`src/rtl/self_check_pkg.sv`:
```
// Shared FSM encoding and default sizing for the register-file self-check harness.
package self_check_pkg;

  localparam int DEF_DATA_W   = 32;
  localparam int DEF_NUM_REGS = 32;
  localparam int DEF_CYC_W    = 12;

  typedef enum logic [2:0] {
    ST_IDLE,
    ST_CPURST,
    ST_RUN,
    ST_SWEEP,
    ST_DRAIN,
    ST_DONE
  } state_e;

endpackage

```
`src/rtl/sat_counter.sv`:
```
// Up-counter that sticks at all-ones; clr wins over inc.
// Latency: count reflects inc/clr one cycle later. No backpressure.
module sat_counter #(
  parameter int WIDTH = 8
) (
  input  logic             clock,
  input  logic             reset,
  input  logic             clr,
  input  logic             inc,
  output logic [WIDTH-1:0] count
);

  logic [WIDTH-1:0] count_q, count_d;

  always_comb begin
    count_d = count_q;
    if (clr) begin
      count_d = '0;
    end else if (inc && (count_q != '1)) begin
      count_d = count_q + WIDTH'(1);
    end
  end

  always_ff @(posedge clock) begin
    if (reset) begin
      count_q <= '0;
    end else begin
      count_q <= count_d;
    end
  end

  assign count = count_q;

endmodule

```
`src/rtl/self_check_harness.sv`:
```
// Runs a CPU for num_cycles, then sweeps the register file against an expected-value ROM (trace: SELF_CHECK_TRACE_EN).
// Latency: done rises 1 + num_cycles + NUM_REGS + 1 cycles after the accepted start edge.
// Backpressure: none; start is only accepted in IDLE or DONE.
module self_check_harness
  import self_check_pkg::*;
#(
  parameter int DATA_W   = DEF_DATA_W,
  parameter int NUM_REGS = DEF_NUM_REGS,
  parameter int CYC_W    = DEF_CYC_W,
  localparam int IDX_W   = $clog2(NUM_REGS)
) (
  input  logic              clock,
  input  logic              reset,
  input  logic              start,
  input  logic [CYC_W-1:0]  num_cycles,
  output logic              cpu_reset,
  input  logic              rwe,
  input  logic [4:0]        rd,
  output logic              test_mode,
  output logic [IDX_W-1:0]  test_reg,
  input  logic [DATA_W-1:0] reg_data,
  output logic [IDX_W-1:0]  exp_addr,
  input  logic [DATA_W-1:0] exp_data,
  output logic              busy,
  output logic              done,
  output logic              pass,
  output logic [IDX_W:0]    error_count,
  output logic [CYC_W-1:0]  write_count,
`ifdef SELF_CHECK_TRACE_EN
  input  logic [DATA_W-1:0] data_writeReg,
  output logic              trace_valid,
  output logic [CYC_W-1:0]  trace_cycle,
  output logic [4:0]        trace_reg,
  output logic [DATA_W-1:0] trace_data,
`endif
  output logic              fail_valid,
  output logic [IDX_W-1:0]  fail_reg
);

  localparam logic [IDX_W-1:0] IDX_LAST = IDX_W'(NUM_REGS - 1);
  localparam logic [CYC_W-1:0] CYC_ONE  = CYC_W'(1);

  state_e state_q, state_d;

  logic              in_run, in_sweep, in_cpurst;
  logic              start_acc, wr_mon, mismatch;
  logic [CYC_W-1:0]  num_q, num_d, cyc_q, cyc_d;
  logic [IDX_W-1:0]  idx_q, idx_d, cmp_idx_q, cmp_idx_d, fail_reg_q, fail_reg_d;
  logic [DATA_W-1:0] data_q, data_d;
  logic              cmp_vld_q, cmp_vld_d, fail_valid_q, fail_valid_d;

  always_ff @(posedge clock) begin
    if (reset) begin
      state_q <= ST_IDLE;
    end else begin
      state_q <= state_d;
    end
  end

  always_comb begin
    state_d = state_q;
    case (state_q)
      ST_IDLE, ST_DONE: if (start) state_d = ST_CPURST;
      ST_CPURST:        state_d = (num_q == '0) ? ST_SWEEP : ST_RUN;
      ST_RUN:           if (cyc_q == num_q - CYC_ONE) state_d = ST_SWEEP;
      ST_SWEEP:         if (idx_q == IDX_LAST) state_d = ST_DRAIN;
      ST_DRAIN:         state_d = ST_DONE;
      default:          state_d = ST_IDLE;
    endcase
  end

  always_comb begin
    in_cpurst = (state_q == ST_CPURST);
    in_run    = (state_q == ST_RUN);
    in_sweep  = (state_q == ST_SWEEP);
    busy      = in_cpurst || in_run || in_sweep || (state_q == ST_DRAIN);
    done      = (state_q == ST_DONE);
    test_mode = in_sweep || (state_q == ST_DRAIN);
    start_acc = start && ((state_q == ST_IDLE) || (state_q == ST_DONE));
  end

  assign cpu_reset = reset || in_cpurst;
  assign test_reg  = in_sweep ? idx_q : '0;
  assign exp_addr  = in_sweep ? idx_q : '0;
  assign wr_mon    = in_run && rwe && (rd != 5'd0);
  // Read data is captured with its index; the ROM word for that index arrives one cycle later.
  assign mismatch  = cmp_vld_q && (data_q != exp_data);

  always_comb begin
    num_d        = num_q;
    cyc_d        = cyc_q;
    idx_d        = idx_q;
    data_d       = data_q;
    cmp_idx_d    = cmp_idx_q;
    cmp_vld_d    = in_sweep;
    fail_valid_d = fail_valid_q;
    fail_reg_d   = fail_reg_q;
    if (start_acc) begin
      num_d        = num_cycles;
      cyc_d        = '0;
      idx_d        = '0;
      fail_valid_d = 1'b0;
      fail_reg_d   = '0;
    end else begin
      if (in_run) cyc_d = cyc_q + CYC_ONE;
      if (in_sweep) begin
        idx_d     = idx_q + IDX_W'(1);
        data_d    = reg_data;
        cmp_idx_d = idx_q;
      end
      if (mismatch && !fail_valid_q) begin
        fail_valid_d = 1'b1;
        fail_reg_d   = cmp_idx_q;
      end
    end
  end

  always_ff @(posedge clock) begin
    if (reset) begin
      num_q        <= '0;
      cyc_q        <= '0;
      idx_q        <= '0;
      data_q       <= '0;
      cmp_idx_q    <= '0;
      cmp_vld_q    <= 1'b0;
      fail_valid_q <= 1'b0;
      fail_reg_q   <= '0;
    end else begin
      num_q        <= num_d;
      cyc_q        <= cyc_d;
      idx_q        <= idx_d;
      data_q       <= data_d;
      cmp_idx_q    <= cmp_idx_d;
      cmp_vld_q    <= cmp_vld_d;
      fail_valid_q <= fail_valid_d;
      fail_reg_q   <= fail_reg_d;
    end
  end

  sat_counter #(.WIDTH(CYC_W)) u_write_cnt (
    .clock (clock),
    .reset (reset),
    .clr   (start_acc),
    .inc   (wr_mon),
    .count (write_count)
  );

  sat_counter #(.WIDTH(IDX_W + 1)) u_error_cnt (
    .clock (clock),
    .reset (reset),
    .clr   (start_acc),
    .inc   (mismatch),
    .count (error_count)
  );

  assign pass       = done && (error_count == '0);
  assign fail_valid = fail_valid_q;
  assign fail_reg   = fail_reg_q;

`ifdef SELF_CHECK_TRACE_EN
  logic              trace_valid_q, trace_valid_d;
  logic [CYC_W-1:0]  trace_cycle_q, trace_cycle_d;
  logic [4:0]        trace_reg_q, trace_reg_d;
  logic [DATA_W-1:0] trace_data_q, trace_data_d;

  always_comb begin
    trace_valid_d = wr_mon;
    trace_cycle_d = trace_cycle_q;
    trace_reg_d   = trace_reg_q;
    trace_data_d  = trace_data_q;
    if (wr_mon) begin
      trace_cycle_d = cyc_q;
      trace_reg_d   = rd;
      trace_data_d  = data_writeReg;
    end
  end

  always_ff @(posedge clock) begin
    if (reset) begin
      trace_valid_q <= 1'b0;
      trace_cycle_q <= '0;
      trace_reg_q   <= '0;
      trace_data_q  <= '0;
    end else begin
      trace_valid_q <= trace_valid_d;
      trace_cycle_q <= trace_cycle_d;
      trace_reg_q   <= trace_reg_d;
      trace_data_q  <= trace_data_d;
    end
  end

  assign trace_valid = trace_valid_q;
  assign trace_cycle = trace_cycle_q;
  assign trace_reg   = trace_reg_q;
  assign trace_data  = trace_data_q;
`endif

endmodule

```
`config.mk`:
```
export PLATFORM = sky130hd
export DESIGN_NAME = self_check_harness
export DESIGN_NICKNAME = d
export VERILOG_FILES = /design/src/rtl/self_check_pkg.sv /design/src/rtl/sat_counter.sv /design/src/rtl/self_check_harness.sv
export SDC_FILE = /design/constraint.sdc
export NUM_CORES = 1
export LEC_CHECK = 0
export BUFFER_PORTS_ARGS = -buffer_cell sky130_fd_sc_hd__buf_4
export CORE_MARGIN = 2
export CORE_UTILIZATION = 45
export CTS_CLUSTER_SIZE = 28
export DETAILED_ROUTE_END_ITERATION = 10
export GPL_TIMING_DRIVEN = 0
export HOLD_SLACK_MARGIN = 0.06
export PLACE_DENSITY = 0.73
export SLEW_MARGIN = 20
export SYNTH_ARGS = -nofsm -noshare
export SYNTH_HDL_FRONTEND = slang
export SYNTH_SLANG_ARGS = --single-unit
```
`constraint.sdc`:
```
create_clock -name clock -period 2.23 [get_ports clock]
set_input_delay 0.223 -clock clock [delete_from_list [all_inputs] [get_ports clock]]
set_output_delay 0.223 -clock clock [all_outputs]
set_load 0.1 [all_outputs]
```
* After elaboration in Yosys (flattened, before gate mapping) *
Index checks and enable logic that the tools add are counted.

word-level totals
  bits of input ports = 85
  output and inout bits = 39
  flip-flop bits (word level) = 94
  logic and storage cells = 59

cells by class
  reductions and logical operators = 23
  equal/unequal tests = 13
  bitwise gates (word level) = 1
  muxes and demuxes = 6
  $add $sub $neg = 5

operators by type and width
  cell                                                    count
  inequality test 32 bit                                  1
  adder 12 x 1 -> 12 bit (second input constant)          2
  case mux 3 bit (5 select lines)                         1
  equality test 12 bit                                    1
  zero test 12 bit                                        1
  inequality test 12 bit (second input constant)          1
  subtractor 12 x 1 -> 12 bit (second input constant)     1
  2-to-1 mux 3 bit                                        3
  logical AND 1 bit                                       8
  adder 6 x 1 -> 6 bit (second input constant)            1
  equality test 3 x 2 -> 1 bit (second input constant)    2
  equality test 3 bit (second input constant)             2
  zero test 6 bit                                         1
  logical OR 1 bit                                        6
  inequality test 6 bit (second input constant)           1
  adder 5 x 1 -> 5 bit (second input constant)            1
  equality test 5 bit (second input constant)             1
  2-to-1 mux 5 bit                                        1
  nonzero test 5 bit                                      1
  inequality test 2 x 1 -> 1 bit (second input constant)  2
  OR reduction 2 bit                                      2
  equality test 3 x 1 -> 1 bit (second input constant)    1
  zero test 3 bit                                         1
  AND reduction 3 bit                                     1
  other kinds (5)                                         5

* Logic depth before layout (Yosys ltp) *
Gate-level depths: netlist of run 1.

  depth after elaboration = 5
  mapped depth = 8
  depth with buffers taken out = 8

* Cells and area by module *
From an unflattened synthesis of run 1, not the netlist that was laid out.

second synthesis, totals
  cells, all modules = 555
  area total of the unflattened synthesis = 4,650.7 µm²

by module, submodules not included
  module                      sequential area each (µm²)  cells an instance  area each (µm²)  times used
  self_check_harness          1,521.5                     454                3,733.6          1
  sat_counter at u_write_cnt  240.2                       72                 630.6            1
  sat_counter at u_error_cnt  120.1                       29                 286.5            1

* Worst setup path after synthesis of run 1 *
No wires, ideal clock.

  kind = register -> register
  from = register u_write_cnt.count_q[3], in the netlist u_write_cnt.count[3]
  to = register u_write_cnt.count_q[5], in the netlist u_write_cnt.count[5]
  data arrival time = 2,503 ps
  stages on the path, launching flop included = 7
  slack = -401 ps
  buffers on the path = 0
  period minus slack after synthesis = 2,631 ps
  setup time = 128 ps
  data required time = 2,102 ps
  path through = dfxtp_1 nand4_1 nor3_2 nor3_1 and3_1 xnor2_1 nor2_1

on the way
  cells in the longest elaborated chain, start to end = 2
  elaborated cells between the ends (all ways) = 3
  those cells by class = add/sub (1); eq/ne (1); reduce/logical (1)

RTL lines
  what                                                                            line               RTL
  from (decl)                                                                     sat_counter.sv:13  logic [WIDTH-1:0] count_q, count_d;
  from (signal assigned)                                                          sat_counter.sv:28  count_q <= count_d;
  parallel branches: the longest is 2 deep, another holds adder 12 x 1 -> 12 bit  n/a

Parallel ways; which one is timed is not known.
A chain may end at the register's enable or synchronous reset.

* Final worst setup path of run 1 *
  from = register num_q[5]
  to = register state_q[2]

on the way
  cells in the longest elaborated chain, start to end = 4

RTL lines
  what                                      line                       RTL
  from (decl)                               self_check_harness.sv:47   logic [CYC_W-1:0] num_q, num_d, cyc_q, cyc_d;
  from (signal assigned)                    self_check_harness.sv:129  num_q <= num_d;
  subtractor 12 x 1 -> 12 bit               self_check_harness.sv:65   ST_RUN: if (cyc_q == num_q - CYC_ONE) state_d = ST_SWEEP;
  equality test 12 bit                      self_check_harness.sv:65
  inequality test 2 x 1 -> 1 bit (no line)  n/a
  AND reduction 3 bit (no line)             n/a
  to (signal assigned)                      self_check_harness.sv:56   state_q <= state_d;
  to (decl)                                 self_check_harness.sv:43   state_e state_q, state_d;

Every way passes these cells.

==> flow_summary.toml, run 1 <==
[sta]
fin_crit_sh = 0.999
period_minus_slack_ns = 2.23
fmax_mhz = 449
setup_viol = 0
max_slew_margin = 0.630
hold_viol = 0
drv_slew = 0
finClkSkew_ns = 0.0118
hold_slack_ns = 0.0928
rsz0062_at_grt = "yes"
fin_ws_ns = 0.00195
tightest_slew_ns = 0.555

[clocking]
clkSinkCount = 94
numCtsBuffers = 9
clock_latency_ns = 0.37
cts_tree = "done"
htreeDepth = 3
cts.clk_slew.worst_paths_ns = 0.09
cts_root_buffer = "clkbuf_8"
cts_hold_buf = 0
ctsLongestPathBuffers = 2

[placed_design]
gp_congestion = 0.874
place_ws_ns = -0.145
port_buffers = 122
placed_area_mm2 = 0.00583
dpl.hpwl_mm = 8.82
dp_cells = 809

[die]
core_area_mm2 = 0.0102
io_pins = 124
die_h_um = 106
start_util = 0.461
placementRows = 37
die_w_um = 106
die_area_mm2 = 0.0113

[yosys]
synth_cell_type_count = 62
syn_nets = 643
synth_top_area_cell = "dfxtp_1"
synth.ff_latch_count = 94
synth.most_common_cell = "dfxtp_1"
yosysWarningCount = 0
synthAdderAreaFrac = 0.0186
async_flop_share = 0
synthMuxAreaShare = 0.0438
yosysSeqAreaShare = 0.399
syn-cell-area_mm2 = 0.00471
avgSynthCellArea_um2 = 8.55
synth_xor_area_frac = 0.132
ys.flop_type = "dfxtp_1"
synth.area.top_cells = "dfxtp_1 (40%), xor2_1 (9.5%), nand2_1 (7.2%)"
netlist_instances = 551
synth_top_family_by_area = "simple AND/OR/NAND/NOR gates"
synth-compound-area-share = 0.104
synth_common_cells = "dfxtp_1 (94), nand2_1 (90), nor2_1 (58)"
synth_top_cell_area_share = 0.399
synth-simple-area-share = 0.251
synth_edf_count = 0

[layout]
areaGrowthSynthToFinish_pct = 30.2
fin_nets = 780
design_area_mm2 = 0.00614
instances_no_fill = 829
drive_above_1_share = 0.280
largest_reg_flops = 32
nFillCells = 899
regMostFlops = "data_q"
final_util = 0.600
n_antenna_cell = 0

[route]
routed_via_density = 5.05
drt-initial-drc-count = 178
via_count = 4183
wirelength_mm = 11.6
route.detailed.drc = 0
ant_nets = 0
firstDrtPassIters = 4
detail_route.wl_per_cell_um = 13.9

[worst_setup_path]
cp.required_ns = 2.47
rrSetupSlack_ns = 0.002
r2r_end = "state_q[2]"
crit_type = "flip-flop to flip-flop"
startpoint_type = "flip-flop"
cp_max_fo = 4
cp_data_arrival_time_ns = 2.47
reg2reg_from = "num_q[5]"
worstRegToRegCells = 6
end_kind = "flip-flop"

[global_route]
grt_pass1_wl_mm = 18.4
gr-total-overflow = 0
grt_pass1_vias = 3919
grtUsageTotal = 0.203
grt_max_degree = 15
antenna_found_initial = 0

[worst_hold_path]
hold_path.startpoint = "num_cycles[2]"
hold_class = "input pin to flip-flop"
worst_hold_path.endpoint = "num_q[2]"
min_path_cells = 3

[flow_run]
drv_cap = 0

[power]
p_leak_nw = 2.53
power_density_mw_per_mm2 = 874
vdd_drop_max_v = 0.000507

[run_status]
status = "complete, no violations"
[how the worst max path moves through the flow]
stage                     slack [ns]  cells past startpoint            startpoint                    to
after floorplan                -0.04                      6  u_write_cnt.count[7]  u_write_cnt.count[5]
after global placement         -0.11                      7              num_q[4]            state_q[2]
after detailed placement       -0.14                      7              num_q[4]            state_q[2]
after CTS                     -0.005                      6              num_q[5]            state_q[2]
after global routing           -0.07                      7              num_q[1]            state_q[2]
final                          0.002                      6              num_q[5]            state_q[2]
[cell type report]
class / instances / area [µm²] / area share
Buffer: 30 / 154 / 0.0251
Clock buffer: 13 / 149 / 0.0243
Clock inverter: 3 / 67.6 / 0.0110
Inverter: 17 / 78.8 / 0.0128
Multi-Input combinational cell: 408 / 2640 / 0.430
Sequential cell: 94 / 1900 / 0.309
Tap cell: 136 / 170 / 0.0277
Timing Repair Buffer: 128 / 980 / 0.160
[where the power goes]
part | internal (mW) | switching, mW
registers | 1.83 | 0.168
clock network | 0.665 | 0.579
logic | 0.842 | 1.28
total | 3.34 | 2.02
[metal layers]
layer  GRT usage  routed length, µm
met1       0.257               5010
met2       0.342               5890
met3      0.0368                448
met4      0.0771                210
met5           0                  0
[cells by family (layout without fill, tap and decap cells)]
kind of cell             after synthesis  in the layout
AND/OR/NAND/NOR                      236            236
flip-flops                            94             94
AO/OA/AOI/OAI                         76             76
XOR/XNOR                              69             69
buffers and inverters                 49            191
multiplexers                          20             20
adder cells (fa/ha/maj)                7              7
[placed cells by master (no fill, tap or decap), types with 10 or more instances in the layout]
cell type,count
xnor2_1,16
nand3_1,20
buf_4,130
clkbuf_8,10
dfxtp_1,86
mux2i_1,18
clkbuf_1,21
inv_1,13
nor2_1,57
nand2_1,90
nor4_1,13
xor2_1,51
a21oi_1,45
[metrics by stage]
stage / setup TNS (ns) / power [mW]
2_1_floorplan: -0.0448 / 3.56
3_3_place_gp: -0.166 / 4.00
3_5_place_dp: -0.205 / 4.05
4_1_cts: -0.00453 / 5.35
5_1_grt: -0.118 / 5.66
6_report: 0 / 5.36
[timing repair]
item / 4_1_cts / 5_1_grt
gates cloned: 0 / 0
pin swaps: 6 / 5
buffers inserted: 2 / 4
endpoints found under the setup margin: 13 / 13
resized for setup: 11 / 6
[worst max-delay path, cell delays in order (launching register included)]
cell and delay, ns:
dfxtp_4 0.36, or4_4 0.55, nor3_4 0.16, mux2_4 0.33, a2111oi_4 0.35, a41o_1 0.26, a211oi_2 0.08
Power figures use the tool's default switching activity.
==> inputs of run 2 (changes only) <==
--- a/config.mk
+++ b/config.mk
@@ -8,11 +8,13 @@
 export BUFFER_PORTS_ARGS = -buffer_cell sky130_fd_sc_hd__buf_4
 export CORE_MARGIN = 2
 export CORE_UTILIZATION = 45
+export CTS_BUF_LIST = sky130_fd_sc_hd__clkbuf_4
 export CTS_CLUSTER_SIZE = 28
 export DETAILED_ROUTE_END_ITERATION = 10
 export GPL_TIMING_DRIVEN = 0
 export HOLD_SLACK_MARGIN = 0.06
 export PLACE_DENSITY = 0.73
+export REMOVE_ABC_BUFFERS = 1
 export SLEW_MARGIN = 20
 export SYNTH_ARGS = -nofsm -noshare
 export SYNTH_HDL_FRONTEND = slang
==> run 2 against run 1 <==
The flow now finishes with violations (setup timing). Via count rose by 5.3%. Critical path type unchanged. Clock power fell by 15%. Critical endpoint unchanged. Clock skew increased by 0.017 ns. Largest power group unchanged. Critical path depth unchanged. Clock-buffer cell count shrank 4. Sequential share of layout area fell by 1.5 points. Sequential power up 3%.
==> flow_summary.toml, run 2 (synthesized netlist as in run 1, its figures left out) <==
[run_status]
status = "complete, but fails checks"
violations = "setup timing"

[worst_setup_path]
rrSetupSlack_ns = -0.005
cp_data_arrival_time_ns = 2.54
startpoint_type = "flip-flop"
end_kind = "flip-flop"
cp_max_fo = 8
cp.required_ns = 2.53
crit_type = "flip-flop to flip-flop"

[clocking]
clkSinkCount = 94
cts.clk_slew.worst_paths_ns = 0.15
cts_root_buffer = "clkbuf_4"
numCtsBuffers = 9
clock_latency_ns = 0.45
htreeDepth = 3
ctsLongestPathBuffers = 2
cts_tree = "done"

[placed_design]
place_ws_ns = -0.640
gp_congestion = 0.924
dpl.hpwl_mm = 8.08
port_buffers = 123

[sta]
setup_viol = 1
drv_slew = 0
tightest_slew_ns = 0.771
finClkSkew_ns = 0.0286
max_slew_margin = 0.486
rsz0062_at_grt = "yes"
period_minus_slack_ns = 2.24
hold_viol = 0
fin_crit_sh = 1.00
fin_ws_ns = -0.00549
fmax_mhz = 447

[power]
vdd_drop_max_v = 0.000891
p_leak_nw = 2.69
power_density_mw_per_mm2 = 819

[route]
via_count = 4405
drt-initial-drc-count = 148
ant_nets = 0
detail_route.wl_per_cell_um = 14.4
routed_via_density = 5.18
route.detailed.drc = 0
firstDrtPassIters = 4
wirelength_mm = 12.3

[layout]
regArea_mm2 = 0.00190
nFillCells = 847
regMostFlops = "data_q"
drive_above_1_share = 0.261
final_util = 0.630
fin_nets = 801
final_cell_mix = "buf_4 (126), nand2_1 (90), dfxtp_1 (86)"
areaGrowthSynthToFinish_pct = 36.9
largest_reg_flops = 32
layout_commonest_cell = "buf_4"
multiInputGateArea_mm2 = 0.00266

[die]
placementRows = 37
core_area_mm2 = 0.0102
start_util = 0.461
io_pins = 124
die_w_um = 106
die_area_mm2 = 0.0113
die_h_um = 106

[global_route]
grt_pass1_wl_mm = 19.5
grtUsageTotal = 0.213
antenna_found_initial = 1
gr-total-overflow = 0
grt_pass1_vias = 4240
grt_max_degree = 56

[worst_hold_path]
hold_class = "input pin to flip-flop"

[flow_run]
drv_cap = 0
==> run 2: cell types whose count changed in the layout (fill, tap and decap cells not counted), sizes merged <==
cell and change:
clkbuf -23, buf -5, diode +1, or2 +1, clkinv +3, inv +6, dlygate4sd3 +44, clkinvlp -5
==> run 2: stage by stage <==
step                hold WS [ns]   TNS, ns  cell area (µm²)  cells  power, mW
floorplan                  0.288    -38.39             4540    519       3.44
global placement           0.444   -106.65             5630    778       3.89
detailed placement         0.458    -14.67             5680    780       3.99
CTS                        0.234   -0.0195             6360    844       5.19
global route               0.262    -0.164             6450    851       5.57
finish                     0.272  -0.00549             6450    851       5.28
==> run 2: final cells by class <==
type                       count  area share
timing repair buffer         178       0.231
sequential                    94       0.294
clock buffer                   9      0.0105
multi-input combinational    409       0.412
clock inverter                 7      0.0149
tap                          136      0.0264
antenna                        1    0.000388
inverter                      17      0.0103
==> run 2: metal layers <==
layer,GRT usage,up-vias,share of wire
met3,0.0270,37,0.034
met5,0,-,0
met1,0.256,2078,0.43
met2,0.371,109,0.50
li1,-,2181,-
met4,0.106,0,0.035
==> run 2: path summary, 6_finish.rpt <==
check,from,endpoint,cells after the start
setup / recovery,num_q[5],state_q[2],6
hold / removal,rwe,u_write_cnt.count[1],5
setup reg to reg,num_q[5],state_q[2],6
hold reg to reg,data_q[31],data_q[31],2
==> run 2: critical path, stage by stage (launching register included) <==
cell       delay, ns
dfxtp_4         0.40
or4_4           0.54
nor3_4          0.17
mux2_4          0.34
a2111oi_4       0.33
a41o_1          0.26
a211oi_2        0.07
==> run 2: where the power goes <==
part / total, mW / internal, mW / switching [mW] / leakage (nW)
sequential: 2.05 / 1.84 / 0.214 / 0.764
clock: 1.06 / 0.462 / 0.601 / 0.0875
combinational: 2.17 / 0.895 / 1.27 / 1.84
total: 5.28 / 3.20 / 2.09 / 2.69
==> run 2: timing repair <==
| item | in CTS | in global routing |
|---|---|---|
| resized for setup | 12 | 16 |
| hold buffers | 44 | 0 |
| gates cloned | 0 | 1 |
| setup buffers | 4 | 5 |
| hold endpoints to repair | 44 | 0 |
| endpoints found under the setup margin | 54 | 9 |
| pin swaps | 3 | 5 |
==> inputs of run 3 (changes only) <==
--- a/config.mk
+++ b/config.mk
@@ -6,6 +6,7 @@
 export NUM_CORES = 1
 export LEC_CHECK = 0
 export BUFFER_PORTS_ARGS = -buffer_cell sky130_fd_sc_hd__buf_4
+export CORE_ASPECT_RATIO = 1.1
 export CORE_MARGIN = 2
 export CORE_UTILIZATION = 45
 export CTS_BUF_LIST = sky130_fd_sc_hd__clkbuf_4
==> run 3 against run 2 <==
The run now ends clean. Maximum frequency increased by 0.97%. Register-to-register slack gained 0.02 ns. Die area barely moved. Clock-buffer cell count unchanged. First-iteration DRC count up 4.1%. Critical path type unchanged.
==> flow_summary.toml, run 3 (synthesized netlist as in run 1, its figures left out) <==
[placed_design]
dpl.hpwl_mm = 7.85
port_buffers = 123
placed_area_mm2 = 0.00568
gp_congestion = 0.848
place_ws_ns = -0.407

[sta]
setup_viol = 0
fin_crit_sh = 0.993
final.setup.tns_ns = 0
tightest_slew_ns = 0.775
hold_viol = 0
drv_slew = 0
finClkSkew_ns = 0.0181
period_minus_slack_ns = 2.21
rsz0062_at_grt = "yes"
max_slew_margin = 0.483
fin_ws_ns = 0.0161
fmax_mhz = 452

[worst_setup_path]
cp_data_arrival_time_ns = 2.52
reg2reg_from = "num_q[5]"
cp.depth = 6
end_kind = "flip-flop"
cp_top_family = "simple AND/OR/NAND/NOR gates"
crit_start = "num_q[5]"
rrSetupSlack_ns = 0.02
cp_slowest_cell = "or4_4"
crit_chain = "or4_4, nor3_4, mux2_4, a2111oi_4, a41o_1, a211oi_2"
worstRegToRegCells = 6
cp-endpoint = "state_q[2]"
cpPeakStageDelay_ns = 0.55
path_buf_inv = 0
crit_type = "flip-flop to flip-flop"
r2r_end = "state_q[2]"
cp.required_ns = 2.54
cp_max_fo = 2
startpoint_type = "flip-flop"

[flow_run]
drv_cap = 0

[power]
intPower_mw = 3.20
p_sw_frac = 0.393
p_leak_nw = 2.69
vdd_drop_max_v = 0.000407
p_clk_frac = 0.193
p_comb_frac = 0.418
seq_power_share = 0.388
switching_power_mw = 2.07
power_density_mw_per_mm2 = 821

[global_route]
grt_max_degree = 57
gr-total-overflow = 0
grt_pass1_wl_mm = 19.9
antenna_found_initial = 0
grt_pass1_vias = 4300
grtUsageTotal = 0.218

[route]
route.detailed.drc = 0
firstDrtPassIters = 4
via_count = 4360
ant_nets = 0
drt-initial-drc-count = 154
routed_via_density = 5.10
detail_route.wl_per_cell_um = 14.2
wirelength_mm = 12.1

[clocking]
clock_latency_ns = 0.44
cts_root_buffer = "clkbuf_4"
ctsLongestPathBuffers = 2
cts.clk_slew.worst_paths_ns = 0.14
htreeDepth = 3
clkSinkCount = 94
numCtsBuffers = 9
cts_tree = "done"

[layout]
final_cell_mix = "buf_4 (130), nand2_1 (90), dfxtp_1 (86)"
areaGrowthSynthToFinish_pct = 36.4
design_area_mm2 = 0.00643
regMostFlops = "data_q"
largest_reg_flops = 32
n_antenna_cell = 0
final_util = 0.624
layout_commonest_cell = "buf_4"
drive_above_1_share = 0.261
fin_nets = 800

[die]
io_pins = 124
start_util = 0.458
die_h_um = 111
die_w_um = 102
placementRows = 39
core_area_mm2 = 0.0103
die_area_mm2 = 0.0113

[worst_hold_path]
hold_class = "input pin to flip-flop"

[run_status]
status = "complete, no violations"
-- run 3: how the worst min path moves through the flow --
stage                 start              endpoint  slack [ns]  depth (start not counted)
2_1_floorplan         reset            state_q[2]        0.29                          1
3_3_place_gp   cmp_idx_q[0]          cmp_idx_q[0]        0.45                          2
3_5_place_dp   cmp_idx_q[4]          cmp_idx_q[4]        0.45                          2
4_1_cts                 rwe  u_write_cnt.count[1]        0.23                          5
5_1_grt               reset             data_q[1]        0.28                          2
6_report                rwe  u_write_cnt.count[1]        0.26                          5
-- run 3: area by class of cell --
cell class	instances	area [µm²]
fillers	891	3870
multi-input cells	409	2670
flip-flops and latches	94	1900
repair buffers	177	1460
well taps	143	179
clock inverters	6	86.3
clock buffers	9	67.6
inverters	17	63.8
-- run 3: power groups by stage --
stage / combinational, mW / sequential [mW] / clock, mW
after floorplan: 1.38 / 2.07 / 0
after global placement: 1.83 / 2.06 / 0
after detailed placement: 1.89 / 2.08 / 0
after CTS: 2.13 / 2.04 / 1.04
after global routing: 2.37 / 2.07 / 1.10
final: 2.21 / 2.05 / 1.02
-- run 3: through the flow --
step           hold slack (ns)  total power [mW]  cells
2_1_floorplan            0.288              3.44    519
3_3_place_gp             0.445              3.89    785
3_5_place_dp             0.447              3.98    787
4_1_cts                  0.230              5.21    854
5_1_grt                  0.276              5.55    855
6_report                 0.260              5.27    855
-- run 3: per-layer routing --
metal,part of all wire,wire length [µm],track usage,up-vias
li1,-,-,-,2176
met1,0.42,5110,0.267,2043
met2,0.51,6190,0.371,102
met3,0.033,396,0.0277,39
met4,0.036,435,0.108,0
met5,0,0,0,-
-- run 3: worst reg2reg max path: cells and delay by family (launching register included) --
| kind | cells | cell delay (ns) |
|---|---|---|
| AOI/OAI and AO/OA | 3 | 0.70 |
| DFF | 1 | 0.37 |
| and+or+nand+nor | 2 | 0.71 |
| muxes | 1 | 0.33 |
-- run 3: repair_timing --
item,CTS,global route
hold endpoints to repair,44,0
buffers inserted,7,1
pin swaps,7,5
endpoints found under the setup margin,48,7
gates cloned,1,0
resized for setup,14,9
hold buffers,44,0
